`src/rtl/irq_dispatch_pkg.sv`:
```
// Shared types and constants for the interrupt dispatcher.
package irq_dispatch_pkg;

  typedef enum logic [2:0] {
    ST_IDLE,
    ST_SETTLE,
    ST_REQ,
    ST_CLEAR,
    ST_HOLDOFF
  } state_e;

  localparam logic [1:0] BUS_A = 2'd0;
  localparam logic [1:0] BUS_B = 2'd1;
  localparam logic [1:0] BUS_C = 2'd2;

  localparam logic [3:0] CHAN_MAX = 4'd8;

  typedef logic [5:0] vec_t;

  typedef struct packed {
    logic       ga;
    logic       gb;
    logic       gc;
    logic [3:0] chan;
  } sample_t;

  // Bus A outranks B, which outranks C, when several grant flags are high.
  function automatic vec_t encode_vec(input sample_t s);
    logic [1:0] bus;
    if (s.ga)      bus = BUS_A;
    else if (s.gb) bus = BUS_B;
    else           bus = BUS_C;
    return {bus, s.chan};
  endfunction

endpackage

```
`src/rtl/irq_stable_filter.sv`:
```
// Input register plus run-length stability counter for the encoder sample word.
module irq_stable_filter
  import irq_dispatch_pkg::*;
#(
  parameter int unsigned STABLE_CYC = 2
) (
  input  logic       clk,
  input  logic       rst,
  input  logic       ga_i,
  input  logic       gb_i,
  input  logic       gc_i,
  input  logic [3:0] chan_i,
  input  logic       load_i,
  input  logic       run_i,
  output logic       any_o,
  output logic       stable_o,
  output sample_t    word_o
);

  localparam logic [3:0] STABLE_W = 4'(STABLE_CYC);

  sample_t    samp_q;
  sample_t    prev_q;
  logic [3:0] cnt_q;
  logic [3:0] cnt_d;

  always_ff @(posedge clk) begin
    if (rst) begin
      samp_q <= '0;
      prev_q <= '0;
      cnt_q  <= '0;
    end else begin
      samp_q <= {ga_i, gb_i, gc_i, chan_i};
      prev_q <= samp_q;
      cnt_q  <= cnt_d;
    end
  end

  always_comb begin
    cnt_d = cnt_q;
    if (load_i) begin
      cnt_d = 4'd1;
    end else if (run_i) begin
      if (samp_q == prev_q) begin
        if (cnt_q != '1) cnt_d = cnt_q + 4'd1;
      end else begin
        cnt_d = 4'd1;
      end
    end
  end

  // Once the count is reached, prev_q holds the last sample that was counted.
  assign stable_o = run_i && (cnt_q == STABLE_W);
  assign word_o   = prev_q;
  assign any_o    = samp_q.ga | samp_q.gb | samp_q.gc;

endmodule

```
`src/rtl/irq_dispatch.sv`:
```
// Interrupt dispatcher: stable-sample capture, CPU req/ack handshake, latch clear.
// Optional serviced-interrupt counter enabled by IRQ_DISPATCH_STATS_EN.
module irq_dispatch
  import irq_dispatch_pkg::*;
#(
  parameter int unsigned STABLE_CYC  = 2,
  parameter int unsigned HOLDOFF_CYC = 3,
  parameter int unsigned ACK_TIMEOUT = 255
) (
  input  logic        clk,
  input  logic        rst,
  input  logic        ga_i,
  input  logic        gb_i,
  input  logic        gc_i,
  input  logic [3:0]  chan_i,
  output logic        irq_o,
  output logic [5:0]  vec_o,
  input  logic        ack_i,
  output logic        clr_o,
  output logic [5:0]  clr_vec_o,
  output logic        err_o,
  output logic [15:0] svc_cnt_o
);

  localparam logic [15:0] TO_LAST = 16'(ACK_TIMEOUT - 1);
  localparam logic [3:0]  HO_LAST = 4'(HOLDOFF_CYC - 1);

  state_e      state_q, state_d;
  logic [15:0] to_q, to_d;
  logic [3:0]  ho_q, ho_d;
  logic        ack_q;
  logic        irq_q, irq_d;
  vec_t        vec_q, vec_d;
  logic        clr_q, clr_d;
  vec_t        clr_vec_q, clr_vec_d;
  logic        err_q, err_d;

  logic        flt_load, flt_run, flt_any, flt_stable;
  sample_t     flt_word;

  irq_stable_filter #(
    .STABLE_CYC(STABLE_CYC)
  ) u_filter (
    .clk      (clk),
    .rst      (rst),
    .ga_i     (ga_i),
    .gb_i     (gb_i),
    .gc_i     (gc_i),
    .chan_i   (chan_i),
    .load_i   (flt_load),
    .run_i    (flt_run),
    .any_o    (flt_any),
    .stable_o (flt_stable),
    .word_o   (flt_word)
  );

  always_ff @(posedge clk) begin
    if (rst) begin
      state_q   <= ST_IDLE;
      to_q      <= '0;
      ho_q      <= '0;
      ack_q     <= 1'b0;
      irq_q     <= 1'b0;
      vec_q     <= '0;
      clr_q     <= 1'b0;
      clr_vec_q <= '0;
      err_q     <= 1'b0;
    end else begin
      state_q   <= state_d;
      to_q      <= to_d;
      ho_q      <= ho_d;
      // Ack is registered, and only an ack seen while requesting is kept.
      ack_q     <= ack_i && (state_q == ST_REQ);
      irq_q     <= irq_d;
      vec_q     <= vec_d;
      clr_q     <= clr_d;
      clr_vec_q <= clr_vec_d;
      err_q     <= err_d;
    end
  end

  always_comb begin
    state_d   = state_q;
    to_d      = to_q;
    ho_d      = ho_q;
    irq_d     = irq_q;
    vec_d     = vec_q;
    clr_d     = 1'b0;
    clr_vec_d = clr_vec_q;
    err_d     = 1'b0;
    flt_load  = 1'b0;
    flt_run   = 1'b0;
    unique case (state_q)
      ST_IDLE: begin
        if (flt_any) begin
          flt_load = 1'b1;
          state_d  = ST_SETTLE;
        end
      end
      ST_SETTLE: begin
        flt_run = 1'b1;
        if (flt_stable) begin
          if (flt_word.chan > CHAN_MAX) begin
            err_d   = 1'b1;
            ho_d    = '0;
            state_d = ST_HOLDOFF;
          end else begin
            vec_d   = encode_vec(flt_word);
            irq_d   = 1'b1;
            to_d    = '0;
            state_d = ST_REQ;
          end
        end else if (!flt_any) begin
          state_d = ST_IDLE;
        end
      end
      ST_REQ: begin
        // Ack takes precedence over a timeout expiring on the same edge.
        if (ack_q) begin
          irq_d     = 1'b0;
          clr_d     = 1'b1;
          clr_vec_d = vec_q;
          state_d   = ST_CLEAR;
        end else if (to_q == TO_LAST) begin
          irq_d   = 1'b0;
          err_d   = 1'b1;
          ho_d    = '0;
          state_d = ST_HOLDOFF;
        end else begin
          to_d = to_q + 16'd1;
        end
      end
      ST_CLEAR: begin
        ho_d    = '0;
        state_d = ST_HOLDOFF;
      end
      ST_HOLDOFF: begin
        if (ho_q == HO_LAST) state_d = ST_IDLE;
        else                 ho_d    = ho_q + 4'd1;
      end
      default: state_d = ST_IDLE;
    endcase
  end

  assign irq_o     = irq_q;
  assign vec_o     = vec_q;
  assign clr_o     = clr_q;
  assign clr_vec_o = clr_vec_q;
  assign err_o     = err_q;

`ifdef IRQ_DISPATCH_STATS_EN
  logic [15:0] svc_q, svc_d;
  logic        svc_inc;

  assign svc_inc = (state_q == ST_REQ) && (state_d == ST_CLEAR);

  always_comb begin
    svc_d = svc_q;
    if (svc_inc && (svc_q != '1)) svc_d = svc_q + 16'd1;
  end

  always_ff @(posedge clk) begin
    if (rst) svc_q <= '0;
    else     svc_q <= svc_d;
  end

  assign svc_cnt_o = svc_q;
`else
  assign svc_cnt_o = '0;
`endif

endmodule

```
`config.mk`:
```
export PLATFORM = sky130hd
export DESIGN_NAME = irq_dispatch
export DESIGN_NICKNAME = d
export VERILOG_FILES = /design/src/rtl/irq_dispatch_pkg.sv /design/src/rtl/irq_stable_filter.sv /design/src/rtl/irq_dispatch.sv
export SDC_FILE = /design/constraint.sdc
export NUM_CORES = 1
export LEC_CHECK = 0
export BUFFER_PORTS_ARGS = -buffer_cell sky130_fd_sc_hd__buf_2
export CAP_MARGIN = 40
export CORE_MARGIN = 2
export CORE_UTILIZATION = 45
export DETAILED_ROUTE_END_ITERATION = 8
export PLACE_DENSITY = 0.62
export SLEW_MARGIN = 20
export SYNTH_ARGS = -nofsm -noshare
export SYNTH_HDL_FRONTEND = slang
export SYNTH_SLANG_ARGS = --single-unit
```
`constraint.sdc`:
```
create_clock -name clk -period 2.15 [get_ports clk]
set_input_delay 0.43 -clock clk [delete_from_list [all_inputs] [get_ports clk]]
set_output_delay 0.43 -clock clk [all_outputs]
set_load 0.02 [all_outputs]
```
==> flow_summary.toml, run 1 <==
[synthesis]
synthArstFlopShare_pct = 0
synth_top_area_share_pct = 41.5
syn_std_cell_area_sq_mm = 0.00275
netlist_instances = 325
synth_seq_cells = 57
synth_top_cells_by_area = "sky130_fd_sc_hd__dfxtp_1, sky130_fd_sc_hd__nand2_1, sky130_fd_sc_hd__a21oi_1"
synth_cell_type_count = 51
syn_avg_cell_area_sq_um = 8.45
yosysTopAreaCell = "sky130_fd_sc_hd__dfxtp_1"
yosys_warnings = 0
synth_seq_area_share_pct = 41.5
synth-edff-count = 0
synthFlopType = "sky130_fd_sc_hd__dfxtp_1"

[global_routing]
grt_start_max_net_pins = 35
gr-usage-met3_pct = 4.57
grt_busiest_layer = "met2"
globalRouteMet2Util_pct = 29.2
met1_usage_pct = 23.9
grt_remaining_overflow = 0
first_global_vias = 2074
global_route.usage.total_pct = 18.4
initial_antenna_violation_count = 0
grt_pass1_wl_microns = 9550

[worst_setup_path]
critical_path.startpoint_type = "register"
crit_path_end_kind = "register"
critical-path-top-delay-family = "simple AND/OR/NAND/NOR gates"
timing_worst_setup_path_type = "reg -> reg"
critPathArrivalTime_ns = 2.29
critPathBufInv = 1
crit_path_max_incr_delay_ns = 0.44
worst_path_max_delay_cell = "sky130_fd_sc_hd__a221o_1"
ff2ff_setup_slack_ns = 0.12
critPathRequiredTime_ns = 2.41
cp_cell_sequence = "inv_1, ha_1, nor4b_4, nand4_1, a221o_1, or3_1, a21oi_2"
critPathMaxFanout = 7

[layout]
drive_gt1_share_pct = 19.2
final_net_count = 371
final.fill_count = 572
instances_no_fill = 435
multi_input_comb_area_sq_mm = 0.00146
syn_to_final_growth_pct = 14.8
area.sequential_sq_mm = 0.00114
n_antenna_cell = 0

[timing]
drv_slew = 0
clock-skew-final_ns = 0.00752
worst_pin_slew_ns = 0.661
max_freq_ghz = 0.493
min_period_over_period_pct = 94.4
setup_viol = 0
fin_crit_ns = 2.03
slew_headroom_pct = 55.5
final_number_of_hold_violating_endpoints = 0
timing.final.ws_setup_ns = 0.121

[route]
finalWirelength_microns = 5730
wire_per_inst_microns = 13.2
drc = 0
routed-via-count = 2354
first_iter_violations = 106
route.detailed.vias_per_inst = 5.41
detailed_routing_iterations_pass_1 = 4
drtAntennaViolNets = 0

[pwr]
sum_of_internal_switching_and_leakage_power_uw = 2580
leakage_uw = 0.00119
ir_drop_uv = 564
powerDensity_mw_per_mm2 = 817

[place]
dp_cells = 419
place_worst_setup_slack_ns = 0.0697
gpl.final_weighted_congestion = 0.848
place.detailed.hpwl_microns = 4070
buffer_ports.inserted = 24

[clocking]
cts_tree = "done"
clock_latency_at_the_later_pin_of_the_worst_skew_pair_ns = 0.33
postCtsSetupBuffers = 0
number_of_sinks_driven_by_the_clock_tree = 57
cts.hold.buffers_added = 0
cts_made_buffers = 9
max-clock-path-buffers = 2
path_clk_slew_ns = 0.07
post_cts_resize_count = 0
cts.htree.levels = 3
clock_tree.root_cell = "sky130_fd_sc_hd__clkbuf_8"

[floorplan]
ioPinCount = 41
die-width_microns = 82.1
design.core.area_sq_mm = 0.00592
chipHeight_microns = 82.1
dieArea_sq_mm = 0.00675
initial_core_utilization_pct = 46.4
fp-row-count = 28

[worst_hold_path]
timing.hold.worst.class = "in -> reg"

[job]
cap_viol_max_count = 0

[status]
status = "completed"
-- metrics by stage --
step | hold slack (ns) | utilization, % | setup TNS (ns) | cell area (sq um)
3_5_place_dp | 0.447 | 49.4 | 0 | 2930
6_report | 0.302 | 53.3 | 0 | 3150
2_1_floorplan | 0.449 | - | 0 | 2800
5_1_grt | 0.308 | 53.3 | -0.00397 | 3150
3_3_place_gp | 0.444 | 49.4 | 0 | 2930
4_1_cts | 0.289 | 52.9 | 0 | 3130
-- synthesized netlist by cell type (3+ instances only) --
cell / count
sky130_fd_sc_hd__a211oi_1: 3
sky130_fd_sc_hd__a311oi_1: 12
sky130_fd_sc_hd__xor2_1: 3
sky130_fd_sc_hd__ha_1: 6
sky130_fd_sc_hd__and3_1: 6
sky130_fd_sc_hd__dfxtp_1: 57
sky130_fd_sc_hd__o31a_1: 3
sky130_fd_sc_hd__nand3_1: 12
sky130_fd_sc_hd__o21ai_0: 11
sky130_fd_sc_hd__a41oi_1: 4
sky130_fd_sc_hd__nor3b_1: 4
sky130_fd_sc_hd__buf_2: 5
sky130_fd_sc_hd__xnor2_1: 4
sky130_fd_sc_hd__nor2b_1: 15
sky130_fd_sc_hd__a31oi_1: 7
sky130_fd_sc_hd__nor3_1: 8
sky130_fd_sc_hd__nand4_1: 4
sky130_fd_sc_hd__inv_1: 7
sky130_fd_sc_hd__buf_4: 16
sky130_fd_sc_hd__a21oi_1: 30
sky130_fd_sc_hd__nor2_1: 17
sky130_fd_sc_hd__nand2_1: 46
sky130_fd_sc_hd__clkbuf_1: 11
sky130_fd_sc_hd__nor4_1: 3
-- where the power goes --
part	internal (uW)	switching (uW)	leakage, uW	total [uW]
Sequential	1100	56.7	0.000464	1160
Combinational	178	236	0.000628	414
Clock	567	439	0.0000949	1010
Total	1850	731	0.00119	2580
-- cell type report --
| type | count | area share (%) |
|---|---|---|
| clock inverter | 6 | 2.10 |
| inverter | 7 | 0.833 |
| clock buffer | 10 | 4.36 |
| timing repair buffer | 38 | 7.14 |
| sequential | 57 | 36.3 |
| multi-input combinational | 242 | 46.3 |
| tap | 75 | 2.98 |
-- worst paths after layout --
check                     from            endpoint  cells past startpoint
hold / removal       chan_i[0]  u_filter.samp_q[0]                      2
setup reg to reg       to_q[0]             ho_q[1]                      7
setup / recovery       to_q[0]             ho_q[1]                      7
hold reg to reg   clr_vec_o[3]        clr_vec_o[3]                      2
-- routing by layer --
layer,vias to the layer above,share of wire (%)
li1,1198,-
met1,1105,47
met2,45,48
met3,6,3.6
met4,0,1.4
met5,-,0
-- cells in the final DEF, fill, tap and decap left out, drive strengths merged, types with 10 or more instances in the layout --
master  netlist  routed
dfxtp        57      57
nand3        12      12
a21oi        31      31
clkbuf       11      10
conb          1      16
a311oi       12      12
nor2b        15      15
buf          23      38
o21ai        11      11
nand2        46      46
nor2         18      18
-- sequential cells by signal, summed over array words and instances, names as in the netlist --
register,flops
to_q,16
u_filter.samp_q,7
u_filter.word_o,7
clr_vec_o,6
vec_o,6
ho_q,4
u_filter.cnt_q,4
state_q,3
ack_q,1
clr_o,1
err_o,1
irq_o,1
-- kinds of logic after synthesis --
| group | Yosys count | share of synthesized area [%] |
|---|---|---|
| AOI/OAI and AO/OA | 78 | 18.5 |
| xor gates and xnor gates | 7 | 2.23 |
| adders and majority gates | 6 | 2.73 |
| buffers and inverters | 41 | 8.29 |
| DFF | 57 | 41.5 |
| muxes | 2 | 0.774 |
| other | 1 | 0.136 |
| and+or+nand+nor | 133 | 25.8 |
Power figures use the tool's default switching activity.
==> run 2: changes to the inputs <==
Settings changed: SYNTH_HIERARCHICAL set to 1.
==> flow_summary.toml, run 2 <==
[pwr]
leakage_uw = 0.00132
sum_of_internal_switching_and_leakage_power_uw = 2350
ir_drop_uv = 459
powerDensity_mw_per_mm2 = 720

[worst_setup_path]
critical_path.startpoint_type = "register"
ff2ff_setup_slack_ns = 0.18
worst_r2r_startpoint = "to_q[11]"
critPathArrivalTime_ns = 2.24
critPathRequiredTime_ns = 2.42
critPathBufInv = 0
crit_path_end_kind = "register"
cp_cell_sequence = "nor4_1, nand4_1, a32o_1, or3_1, a21oi_1"
r2r_end = "ho_q[1]"
crit_path_max_incr_delay_ns = 0.51
critPathMaxFanout = 7
worst_path_max_delay_cell = "sky130_fd_sc_hd__nor4_1"
critical-path-top-delay-family = "simple AND/OR/NAND/NOR gates"
reg2reg_depth = 5
timing_worst_setup_path_type = "reg -> reg"

[timing]
max_freq_ghz = 0.508
timing.final.ws_setup_ns = 0.181
unrepaired_setup_endpoints_after_global_routing = "yes"
fin_crit_ns = 1.97
final_number_of_hold_violating_endpoints = 0
drv_slew = 0
slew_headroom_pct = 64.6
worst_pin_slew_ns = 0.525
final.setup.tns_ns = 0
setup_viol = 0
min_period_over_period_pct = 91.6
clock-skew-final_ns = 0.00876

[status]
status = "completed"

[global_routing]
grt_start_max_net_pins = 38
initial_antenna_violation_count = 0
grt_pass1_wl_microns = 10100
global_route.usage.total_pct = 19.6
first_global_vias = 2135
grt_remaining_overflow = 0

[synthesis]
synthArstFlopShare_pct = 0
synth_seq_area_share_pct = 41.0
netlist_instances = 328
synth_top_area_share_pct = 41.0
synth-simple-area-share_pct = 28.6
synth_adder_area_share_pct = 2.70
synthMostInstantiatedCell = "sky130_fd_sc_hd__dfxtp_1"
synth_cell_type_count = 49
yosysTopAreaCell = "sky130_fd_sc_hd__dfxtp_1"
syn_std_cell_area_sq_mm = 0.00278
post_synth_most_frequent_cells = "sky130_fd_sc_hd__dfxtp_1, sky130_fd_sc_hd__a21oi_1, sky130_fd_sc_hd__nor2_1"
yosys_warnings = 6
synth-edff-count = 0
syn_avg_cell_area_sq_um = 8.48
synth-xor-area-share_pct = 2.20
synth_seq_cells = 57
post_synth_mux_area_share_pct = 1.44
compound_cell_area_share_of_the_yosys_netlist_pct = 16.3
synth_top_cells_by_area = "sky130_fd_sc_hd__dfxtp_1, sky130_fd_sc_hd__a21oi_1, sky130_fd_sc_hd__buf_4"
dominant_combinational_cell_family_by_area_after_synthesis = "simple AND/OR/NAND/NOR gates"
synthFlopType = "sky130_fd_sc_hd__dfxtp_1"

[layout]
drive_gt1_share_pct = 19.4
final_net_count = 383
most-common-layout-cells = "sky130_fd_sc_hd__dfxtp_1, sky130_fd_sc_hd__a21oi_1, sky130_fd_sc_hd__nor2_1"
n_antenna_cell = 0
largest_register_ff_count = 16
layout.cells.most_common = "sky130_fd_sc_hd__dfxtp_1"
syn_to_final_growth_pct = 17.2
instances_no_fill = 447
regMostFlops = "to_q"

[worst_hold_path]
hold_end = "u_filter/samp_q[3]"
timing.hold.worst.class = "in -> reg"
hp_start = "chan_i[3]"
worstHoldPathCells = 2

[route]
finalWirelength_microns = 6020
first_iter_violations = 150
top_layer = "met4"
wl_met3_microns = 268
dr_wl_met2_microns = 2910
met1_length_microns = 2750
drtAntennaViolNets = 0
wire_per_inst_microns = 13.5
detailed_routing_iterations_pass_1 = 4
route.detailed.vias_per_inst = 5.28
drc = 0
routed-via-count = 2359

[floorplan]
ioPinCount = 41
design.core.area_sq_mm = 0.00596
dieArea_sq_mm = 0.00683
chipHeight_microns = 82.6
initial_core_utilization_pct = 46.7
fp-row-count = 28
die-width_microns = 82.6

[clocking]
cts.htree.levels = 3
max-clock-path-buffers = 2
clock_latency_at_the_later_pin_of_the_worst_skew_pair_ns = 0.34
cts_tree = "done"
cts.hold.buffers_added = 0
path_clk_slew_ns = 0.07
clock_tree.root_cell = "sky130_fd_sc_hd__clkbuf_8"
number_of_sinks_driven_by_the_clock_tree = 57
cts_made_buffers = 9

[place]
place.detailed.hpwl_microns = 4270
dp_cells = 431
buffer_ports.inserted = 24
place_worst_setup_slack_ns = 0.128
gpl.final_weighted_congestion = 0.778

[job]
cap_viol_max_count = 0
==> run 2: cell types whose count changed in the layout (fill, tap and decap cells not counted), sizes merged, moves of 4 or more <==
cell and delta:
buf +6, nand2 -21, a311oi -12, o21ai +9
nor2 +11, nand2b +7, xor2 +4, xnor2 -4
and3 -4
==> run 2: cell families after synthesis <==
kind of cell | after synthesis
buffers and inverters | 39
XOR/XNOR | 7
multiplexers | 4
AO/OA/AOI/OAI | 74
flip-flops | 57
AND/OR/NAND/NOR | 140
other | 1
adder cells (fa/ha/maj) | 6
==> run 2: worst max path at each step <==
stage | slack (ns) | cells after the start | from | to
2_1_floorplan | 0.07 | 8 | state_q[0] | ho_q[1]
3_3_place_gp | 0.16 | 9 | state_q[1] | to_q[6]
3_5_place_dp | 0.13 | 9 | state_q[1] | to_q[3]
4_1_cts | 0.12 | 9 | state_q[1] | to_q[3]
5_1_grt | -0.03 | 9 | state_q[1] | to_q[6]
6_report | 0.18 | 5 | to_q[11] | ho_q[1]
==> run 2: metal layers <==
metal	vias up	global-route usage [%]
met5	-	0
met4	0	8.36
met3	10	5.43
met2	57	31.1
met1	1085	24.9
li1	1207	-
==> run 2: per-stage QoR <==
step           cell area (sq um)  hold WS [ns]  utilization [%]
4_1_cts                     3250         0.277             54.6
3_5_place_dp                3030         0.447             50.9
3_3_place_gp                3030         0.442             50.9
5_1_grt                     3260         0.288             54.7
6_report                    3260         0.292             54.7
2_1_floorplan               2850         0.455                -
==> run 2: layout make-up <==
type	count	area, sq um
Timing Repair Buffer	44	270
Clock inverter	6	91.3
Multi-Input combinational cell	247	1510
Clock buffer	10	128
Inverter	8	30.0
Tap cell	75	93.8
Sequential cell	57	1140
Fill cell	564	2700
==> run 2: report_power, final <==
part	total (uW)	internal [uW]	switching, uW
sequential	1090	1070	13.3
combinational	154	52.1	102
clock	1110	656	450
total	2350	1780	566
==> run 2: timing repair <==
item | 4_1_cts | 5_1_grt
gates resized for setup | 0 | 2
endpoints found under the setup margin | 0 | 8
buffers inserted | 0 | 0
endpoints found under the hold margin | 0 | 0
